### src/rtl/cond_check.sv
// -----------------------------------------------------------------------------
// cond_check
//
// Condition-check stage between issue and writeback. It holds the NZCV status
// register and counts the flag-setting instructions that have issued but whose
// ALU flag write has not yet arrived. Each request's 4-bit condition code is
// evaluated against the effective flags. The result is a registered
// execute/squash decision, returned over a valid/ready handshake.
//
// Ports
//   clk          in   rising-edge clock
//   rst          in   asynchronous active-high reset
//   flags_we     in   ALU flag write strobe
//   flags_in     in   {N,Z,C,V} from the ALU, valid with flags_we
//   pend_set     in   one more flag-setting instruction is now in flight
//   instr_valid  in   condition-check request valid
//   instr_ready  out  request accepted when instr_valid && instr_ready
//   instr_cond   in   condition code (EQ..NV)
//   instr_tag    in   opaque tag carried to the decision
//   out_valid    out  decision valid
//   out_ready    in   downstream accepts the decision
//   out_exec     out  1 = execute, 0 = squash
//   out_tag      out  tag of the decided instruction
//   nzcv         out  architectural status register
//   pend_full    out  in-flight counter at its maximum
//   err          out  sticky: pend_set seen while the counter was full
// -----------------------------------------------------------------------------
module cond_check #(
   parameter int PEND_W = 3,
   parameter int TAG_W  = 8
) (
   input  logic             clk,
   input  logic             rst,
   input  logic             flags_we,
   input  logic [3:0]       flags_in,
   input  logic             pend_set,
   input  logic             instr_valid,
   output logic             instr_ready,
   input  logic [3:0]       instr_cond,
   input  logic [TAG_W-1:0] instr_tag,
   output logic             out_valid,
   input  logic             out_ready,
   output logic             out_exec,
   output logic [TAG_W-1:0] out_tag,
   output logic [3:0]       nzcv,
   output logic             pend_full,
   output logic             err
);

   localparam logic [PEND_W-1:0] PEND_MAX = '1;
   localparam logic [PEND_W-1:0] PEND_ONE = PEND_W'(1);

   logic [3:0]        nzcv_q, nzcv_d;
   logic [PEND_W-1:0] pend_cnt_q, pend_cnt_d;
   logic              err_q, err_d;
   logic              out_valid_q, out_valid_d;
   logic              out_exec_q, out_exec_d;
   logic [TAG_W-1:0]  out_tag_q, out_tag_d;

   logic [3:0] eff;
   logic       f_n, f_z, f_c, f_v;
   logic       cond_res;
   logic       flags_safe;
   logic       accept;

   // A flag write in the same cycle is visible to the condition immediately.
   assign eff = flags_we ? flags_in : nzcv_q;
   assign f_n = eff[3];
   assign f_z = eff[2];
   assign f_c = eff[1];
   assign f_v = eff[0];

   always_comb begin
      cond_res = 1'b0;
      case (instr_cond)
         4'h0: cond_res = f_z;
         4'h1: cond_res = !f_z;
         4'h2: cond_res = f_c;
         4'h3: cond_res = !f_c;
         4'h4: cond_res = f_n;
         4'h5: cond_res = !f_n;
         4'h6: cond_res = f_v;
         4'h7: cond_res = !f_v;
         4'h8: cond_res = f_c && !f_z;
         4'h9: cond_res = !f_c || f_z;
         4'hA: cond_res = (f_n == f_v);
         4'hB: cond_res = (f_n != f_v);
         4'hC: cond_res = !f_z && (f_n == f_v);
         4'hD: cond_res = f_z || (f_n != f_v);
         4'hE: cond_res = 1'b1;
         default: cond_res = 1'b0;
      endcase
   end

   // The flags are final when nothing is in flight, or when the last
   // outstanding write lands this cycle. AL and NV ignore the flags entirely.
   assign flags_safe = (pend_cnt_q == '0)
                    || ((pend_cnt_q == PEND_ONE) && flags_we)
                    || (instr_cond[3:1] == 3'b111);

   // Depends only on state, flags_we, instr_cond and out_ready, never on instr_valid.
   assign instr_ready = flags_safe && (!out_valid_q || out_ready);
   assign accept      = instr_valid && instr_ready;

   always_comb begin
      nzcv_d      = nzcv_q;
      pend_cnt_d  = pend_cnt_q;
      err_d       = err_q;
      out_valid_d = out_valid_q;
      out_exec_d  = out_exec_q;
      out_tag_d   = out_tag_q;

      if (flags_we) begin
         nzcv_d = flags_in;
      end

      // A set and a retire in the same cycle cancel. An unannounced write
      // at zero leaves the count at zero.
      case ({pend_set, flags_we})
         2'b10: begin
            if (pend_cnt_q == PEND_MAX) begin
               err_d = 1'b1;
            end else begin
               pend_cnt_d = pend_cnt_q + PEND_ONE;
            end
         end
         2'b01: begin
            if (pend_cnt_q != '0) begin
               pend_cnt_d = pend_cnt_q - PEND_ONE;
            end
         end
         default: pend_cnt_d = pend_cnt_q;
      endcase

      if (accept) begin
         out_valid_d = 1'b1;
         out_exec_d  = cond_res;
         out_tag_d   = instr_tag;
      end else if (out_ready) begin
         out_valid_d = 1'b0;
      end
   end

   always_ff @(posedge clk or posedge rst) begin
      if (rst) begin
         nzcv_q      <= 4'b0000;
         pend_cnt_q  <= '0;
         err_q       <= 1'b0;
         out_valid_q <= 1'b0;
         out_exec_q  <= 1'b0;
         out_tag_q   <= '0;
      end else begin
         nzcv_q      <= nzcv_d;
         pend_cnt_q  <= pend_cnt_d;
         err_q       <= err_d;
         out_valid_q <= out_valid_d;
         out_exec_q  <= out_exec_d;
         out_tag_q   <= out_tag_d;
      end
   end

   assign nzcv      = nzcv_q;
   assign pend_full = (pend_cnt_q == PEND_MAX);
   assign err       = err_q;
   assign out_valid = out_valid_q;
   assign out_exec  = out_exec_q;
   assign out_tag   = out_tag_q;

endmodule

### config.mk
export PLATFORM = sky130hd
export DESIGN_NAME = cond_check
export DESIGN_NICKNAME = d
export VERILOG_FILES = /design/src/rtl/cond_check.sv
export SDC_FILE = /design/constraint.sdc
export NUM_CORES = 1
export LEC_CHECK = 0
export BUFFER_PORTS_ARGS = -buffer_cell sky130_fd_sc_hd__buf_2
export CORE_MARGIN = 3
export CORE_UTILIZATION = 26
export DETAILED_ROUTE_END_ITERATION = 7
export PLACE_DENSITY = 0.54
export SETUP_SLACK_MARGIN = 0.02
export SYNTH_ARGS = -nofsm -noshare
export SYNTH_HDL_FRONTEND = slang
export SYNTH_SLANG_ARGS = --single-unit
### constraint.sdc
create_clock -name clk -period 2.3 [get_ports clk]
set_input_delay 0.46 -clock clk [delete_from_list [all_inputs] [get_ports clk]]
set_output_delay 0.46 -clock clk [all_outputs]
set_load 0.1 [all_outputs]
# ---- Yosys cells after proc, flatten, opt, wreduce, memory -nomap -nowiden
# Cells that the tools add are included.
# Widths: inputs -> output; s select.
dict set report word_totals {
  mem_count 0
  latchBits 0
  rom_bits 0
  ramBits 0
  out_inout_bits 17
  reg_bits 18
}
dict set report op_classes {
  div_mod_pow 0
  mul 0
  n_eq_ne 23
  add_sub_neg 2
  shifts 0
  n_bitwise 0
  mux 7
  n_lt_le_gt_ge 0
  n_reduce_logical 22
}
# cell n
set op_table {}
lappend op_table {{$eq 4x4->1 const B} 7}
lappend op_table {{$eq 4x3->1 const B} 4}
lappend op_table {{$pmux 1 s15} 1}
lappend op_table {{$eq 4x2->1 const B} 2}
lappend op_table {{$eq 3x3->1 const B} 2}
lappend op_table {{$mux 3} 2}
lappend op_table {{$pmux 3 s2} 1}
lappend op_table {{$logic_and 1x1->1} 5}
lappend op_table {{$logic_not 1->1} 5}
lappend op_table {{$logic_or 1x1->1} 5}
lappend op_table {{$eq 4x1->1 const B} 1}
lappend op_table {{$logic_not 4->1} 1}
lappend op_table {{$mux 4} 1}
lappend op_table {{$ne 2x2->1 const B} 2}
lappend op_table {{$reduce_bool 2->1} 2}
lappend op_table {{$add 3x1->3 const B} 1}
lappend op_table {{$eq 3x1->1 const B} 1}
lappend op_table {{$logic_not 3->1} 1}
lappend op_table {{$reduce_and 3->1} 1}
lappend op_table {{$reduce_bool 3->1} 1}
lappend op_table {{$sub 3x1->3 const B} 1}
lappend op_table {{$eq 2x1->1 const B} 1}
lappend op_table {{$eq 2x2->1 const B} 1}
lappend op_table {{$mux 1} 2}
lappend op_table {{other kinds (3)} 3}

# ---- Longest topological paths before layout
dict set report depth {
  depth_word 7
  depth_mapped 8
  mapped_depth_nobuf 7
}

# ---- Least setup slack after synthesis
# OpenSTA, ideal clock, no wires.
dict set report synth_path {
  path_type {register to register}
  start {register nzcv_q[3], in the netlist nzcv[3]}
  end {register out_exec_q, in the netlist out_exec}
  slack_ps 59
  required_time_ps 2176
  path_stages_with_launch 6
  setup_ps 124
  path_buffers 0
  arrival_time_ps 2117
  cell_sequence {dfrtp_1 -> xnor2_1 -> mux4_1 -> xnor2_1 -> nor3b_1 -> o31a_1}
}
dict set report synth_between {
  elab_chain_cells 4
}
# element line_no
set synth_rtl {}
lappend synth_rtl {{start: declaration} 53} ;# logic [3:0] nzcv_q, nzcv_d;
lappend synth_rtl {{start signal: assignment} 153} ;# nzcv_q <= nzcv_d;
lappend synth_rtl {{$mux 4 *} n/a}
lappend synth_rtl {{$ne 1x1->1 or $eq 1x1->1 (tied branches)} n/a}
lappend synth_rtl {{$logic_or 1x1->1 or $logic_and 1x1->1 (tied branches)} {89, 88}}
lappend synth_rtl {{$pmux 1 s15 *} 75} ;# case (instr_cond)
lappend synth_rtl {{end signal: assignment} 157} ;# out_exec_q <= out_exec_d;
lappend synth_rtl {{end: declaration} 57} ;# logic out_exec_q, out_exec_d;
# Mark *: on every way between the ends. The rest lies on a longest branch, timed or not.
# A chain may end at the register's enable or synchronous reset.

# ---- Worst setup path in the final report
dict set report layout_path {
  start {register pend_cnt_q[0]}
  end {output port instr_ready}
}
dict set report layout_between {
  elab_chain_cells 5
}
# element line_no
set layout_rtl {}
lappend layout_rtl {{start: declaration} 54} ;# logic [PEND_W-1:0] pend_cnt_q, pend_cnt_d;
lappend layout_rtl {{start signal: assignment} 154} ;# pend_cnt_q <= pend_cnt_d;
lappend layout_rtl {{$eq 3x1->1} 98} ;# || ((pend_cnt_q == PEND_ONE) && flags_we)
lappend layout_rtl {{$logic_and 1x1->1} 98}
lappend layout_rtl {{$logic_or 1x1->1 *} 98}
lappend layout_rtl {{$logic_or 1x1->1 *} 99} ;# || (instr_cond[3:1] == 3'b111);
lappend layout_rtl {{$logic_and 1x1->1 *} 102} ;# assign instr_ready = flags_safe && (!out_valid_q || out_ready);
lappend layout_rtl {{end: declaration} 38} ;# output logic instr_ready,
# Marked as above.

==> qor.txt <==
Status: finished, final reports clean
Initial DRC Count: 44
DP HPWL: 1876 um
Crit path from: pend_cnt_q[0]
Total length of routed wires: 2378 um
Final setup vio count: 0
IO Count: 39
Detail Route Antenna Nets: 0
Final Net Count: 160
RSZ-0062 raised after global routing: no
DR vias: 846
Hold_ws: 0.3045 ns
Initial Util: 28.19%
CTS buffer count: 3
XOR/XNOR share of the synthesized area: 4.060%
DR WL/cell: 13.21 um
CTS tree: yes
Die area: 4957 um^2
Worst slew margin: 53.99%
Row Count: 22
Synth-to-Final Area Change: 26.45%
RR Startpoint: pend_cnt_q[0]
Post-Layout Cell Count: 180
Slew Viols, Final: 0
Largest net degree at the start of global routing: 19
CTS Sinks: 18
Min Tclk post-route: 2.076 ns
Synth Cell Area: 1079 um^2
Core Area: 3826 um^2
Syn_area_per_cell: 11.47 um^2
Largest family of logic cells by synthesized area: multiplexers
Initial antenna violation count: 0
Critical Path, Cell by Cell: inv_1 -> ha_1 -> a21oi_1 -> o21ai_0 -> and2_1 -> buf_12
Post-DP Area: 1309 um^2
Placed insts: 176
GRT Total Usage: 10.84%
Vias per std cell: 4.700
Clock skew: 0.002853 ns
MaxCap Viol Count: 0
CP Max Fanout: 3
Crit path kind: flop to output pin
Warning count from the yosys run: 0
Mapped Nets: 121
Register bit total from synthesis: 18
Post-CTS Resized: 0
Slowest-stage cell, CP: dfrtp_1
Antenna Cells: 0
Synth Area in Simple Gates: 13.23%
Crit start category: flop
CP endpoint kind: output pin
Clock Pin Slew Worst Setup and Hold Paths: 0.07 ns
Htree depth: 1
Final Instance Area: 1364 um^2
Post-synthesis mux area share: 19.72%
Setup TNS: 0 ns
WP buf/inv: 2
First-pass GRT wire length: 4284 um
Unique masters post-synth: 34
CP Data Required Time: 1.84 ns
Maximum clock frequency: 481.6 MHz
Gpl congestion: 0.7763
Congestion Overflow GR: 0
Hold Path Class: primary input to async pin
Adder-cell share of the synthesized area: 5.800%
Sequential area share after synthesis: 41.76%
Clock Latency Late Sink: 0.25 ns
Residual DRC: 0
Die outline height: 70.41 um
Router iterations before antenna repair: 4
Root Driver: clkbuf_8
Gate Count Post-Synth: 94
Layout cells sized above 1: 43.94%
Post-CTS Hold Fix Bufs: 0
Worst Tran Pin Value: 0.6894 ns
Final Hold Fails: 0
Final Cycle Share: 90.27%
CP max stage delay: 0.41 ns
Vias in the first global route: 899
Crit path DAT: 1.62 ns
Postcts setup bufs: 0
IO buf count: 38
Compound-Gate Fraction of Synth Area: 9.745%
Die W: 70.41 um
CP top delay family: flip-flops
CTS Buffer Depth: 2
-- metrics by stage --
stage	util, %	worst slack (ns)
2_1_floorplan	-	0.05868
3_3_place_gp	34.21	0.3383
3_5_place_dp	34.21	0.2953
4_1_cts	35.64	0.2115
5_1_grt	35.64	0.1353
6_report	35.64	0.2237
-- cell usage after synthesis (all sizes together) --
master   number  area [um^2]
xnor2         5        43.79
nand2b        3        18.77
o2111ai       1        8.760
and3          1        6.260
or2           1        6.260
buf           5        42.53
nor3b         1        7.510
o31a          1        8.760
ha            5        62.56
nor2b         1        6.260
or4           1        7.510
o21ai         5        25.02
nand3         2        10.01
o221ai        1        8.760
nand2         8        30.03
or2b          1        7.510
mux2i         1        10.01
a311o         1        10.01
inv           5        18.77
nand4         2        12.51
and2          1        6.260
a22o          1        8.760
or4b          1        10.01
o22ai         1        12.51
o21bai        1        7.510
mux2         13        150.1
mux4          2        52.55
a21oi         3        15.01
nand3b        1        7.510
dfrtp        18        450.4
or3           1        6.260
-- placed cells by master, fill, tap and decap left out, drive strengths merged --
cell     count
or4          1
and2         1
o22ai        1
o221ai       1
or2          1
dfrtp       18
o2111ai      1
mux4         2
and3         1
xnor2        5
o31a         1
a21oi        3
nand2b       3
mux2i        1
nand2        8
ha           5
or4b         1
inv          5
mux2        13
or3          1
o21bai       1
nor3b        1
or2b         1
a22o         1
nor2b        1
nand3        2
nand4        2
buf         39
nand3b       1
a311o        1
clkbuf       4
o21ai        5
-- cells by family (layout without fill, tap and decap cells) --
logic type,count (synthesis),count (layout)
muxes,16,16
buffers and inverters,10,48
and+or+nand+nor,25,25
adders and majority gates,5,5
DFF,18,18
AOI/OAI and AO/OA,15,15
xor gates and xnor gates,5,5
-- area by class of cell --
type | count | area, um^2
inverters | 5 | 18.77
clock buffers | 4 | 55.05
fillers | 397 | 2462
well taps | 48 | 60.06
repair buffers | 39 | 212.7
flip-flops and latches | 18 | 450.4
multi-input cells | 66 | 566.8
-- per-layer routing --
metal  global-route usage [%]  vias to the layer above  wire [um]
li1                         -                      416          -
met1                    13.96                      401       1107
met2                    16.74                       25       1069
met3                    3.309                        4        160
met4                    4.468                        0         40
met5                        0                        -          0
-- registers in the layout, summed over array words and instances (netlist names) --
name / flops
pend_cnt_q: 3
out_exec: 1
out_valid: 1
err: 1
nzcv: 4
out_tag: 8
-- final timing paths --
kind                                     to  slack, ns  depth (start not counted)
worst max-delay path            instr_ready       0.22                          6
worst min-delay path             out_tag[5]       0.30                          2
worst max register to register   out_tag[3]       0.39                          7
worst min register to register          err       0.49                          1
max in group asynchronous        out_tag[0]       1.56                          2
min in group clk                  out_valid       0.43                          3
Power is not shown: default switching activity piles up to over one toggle a cycle in this logic, so the estimate is an artifact.
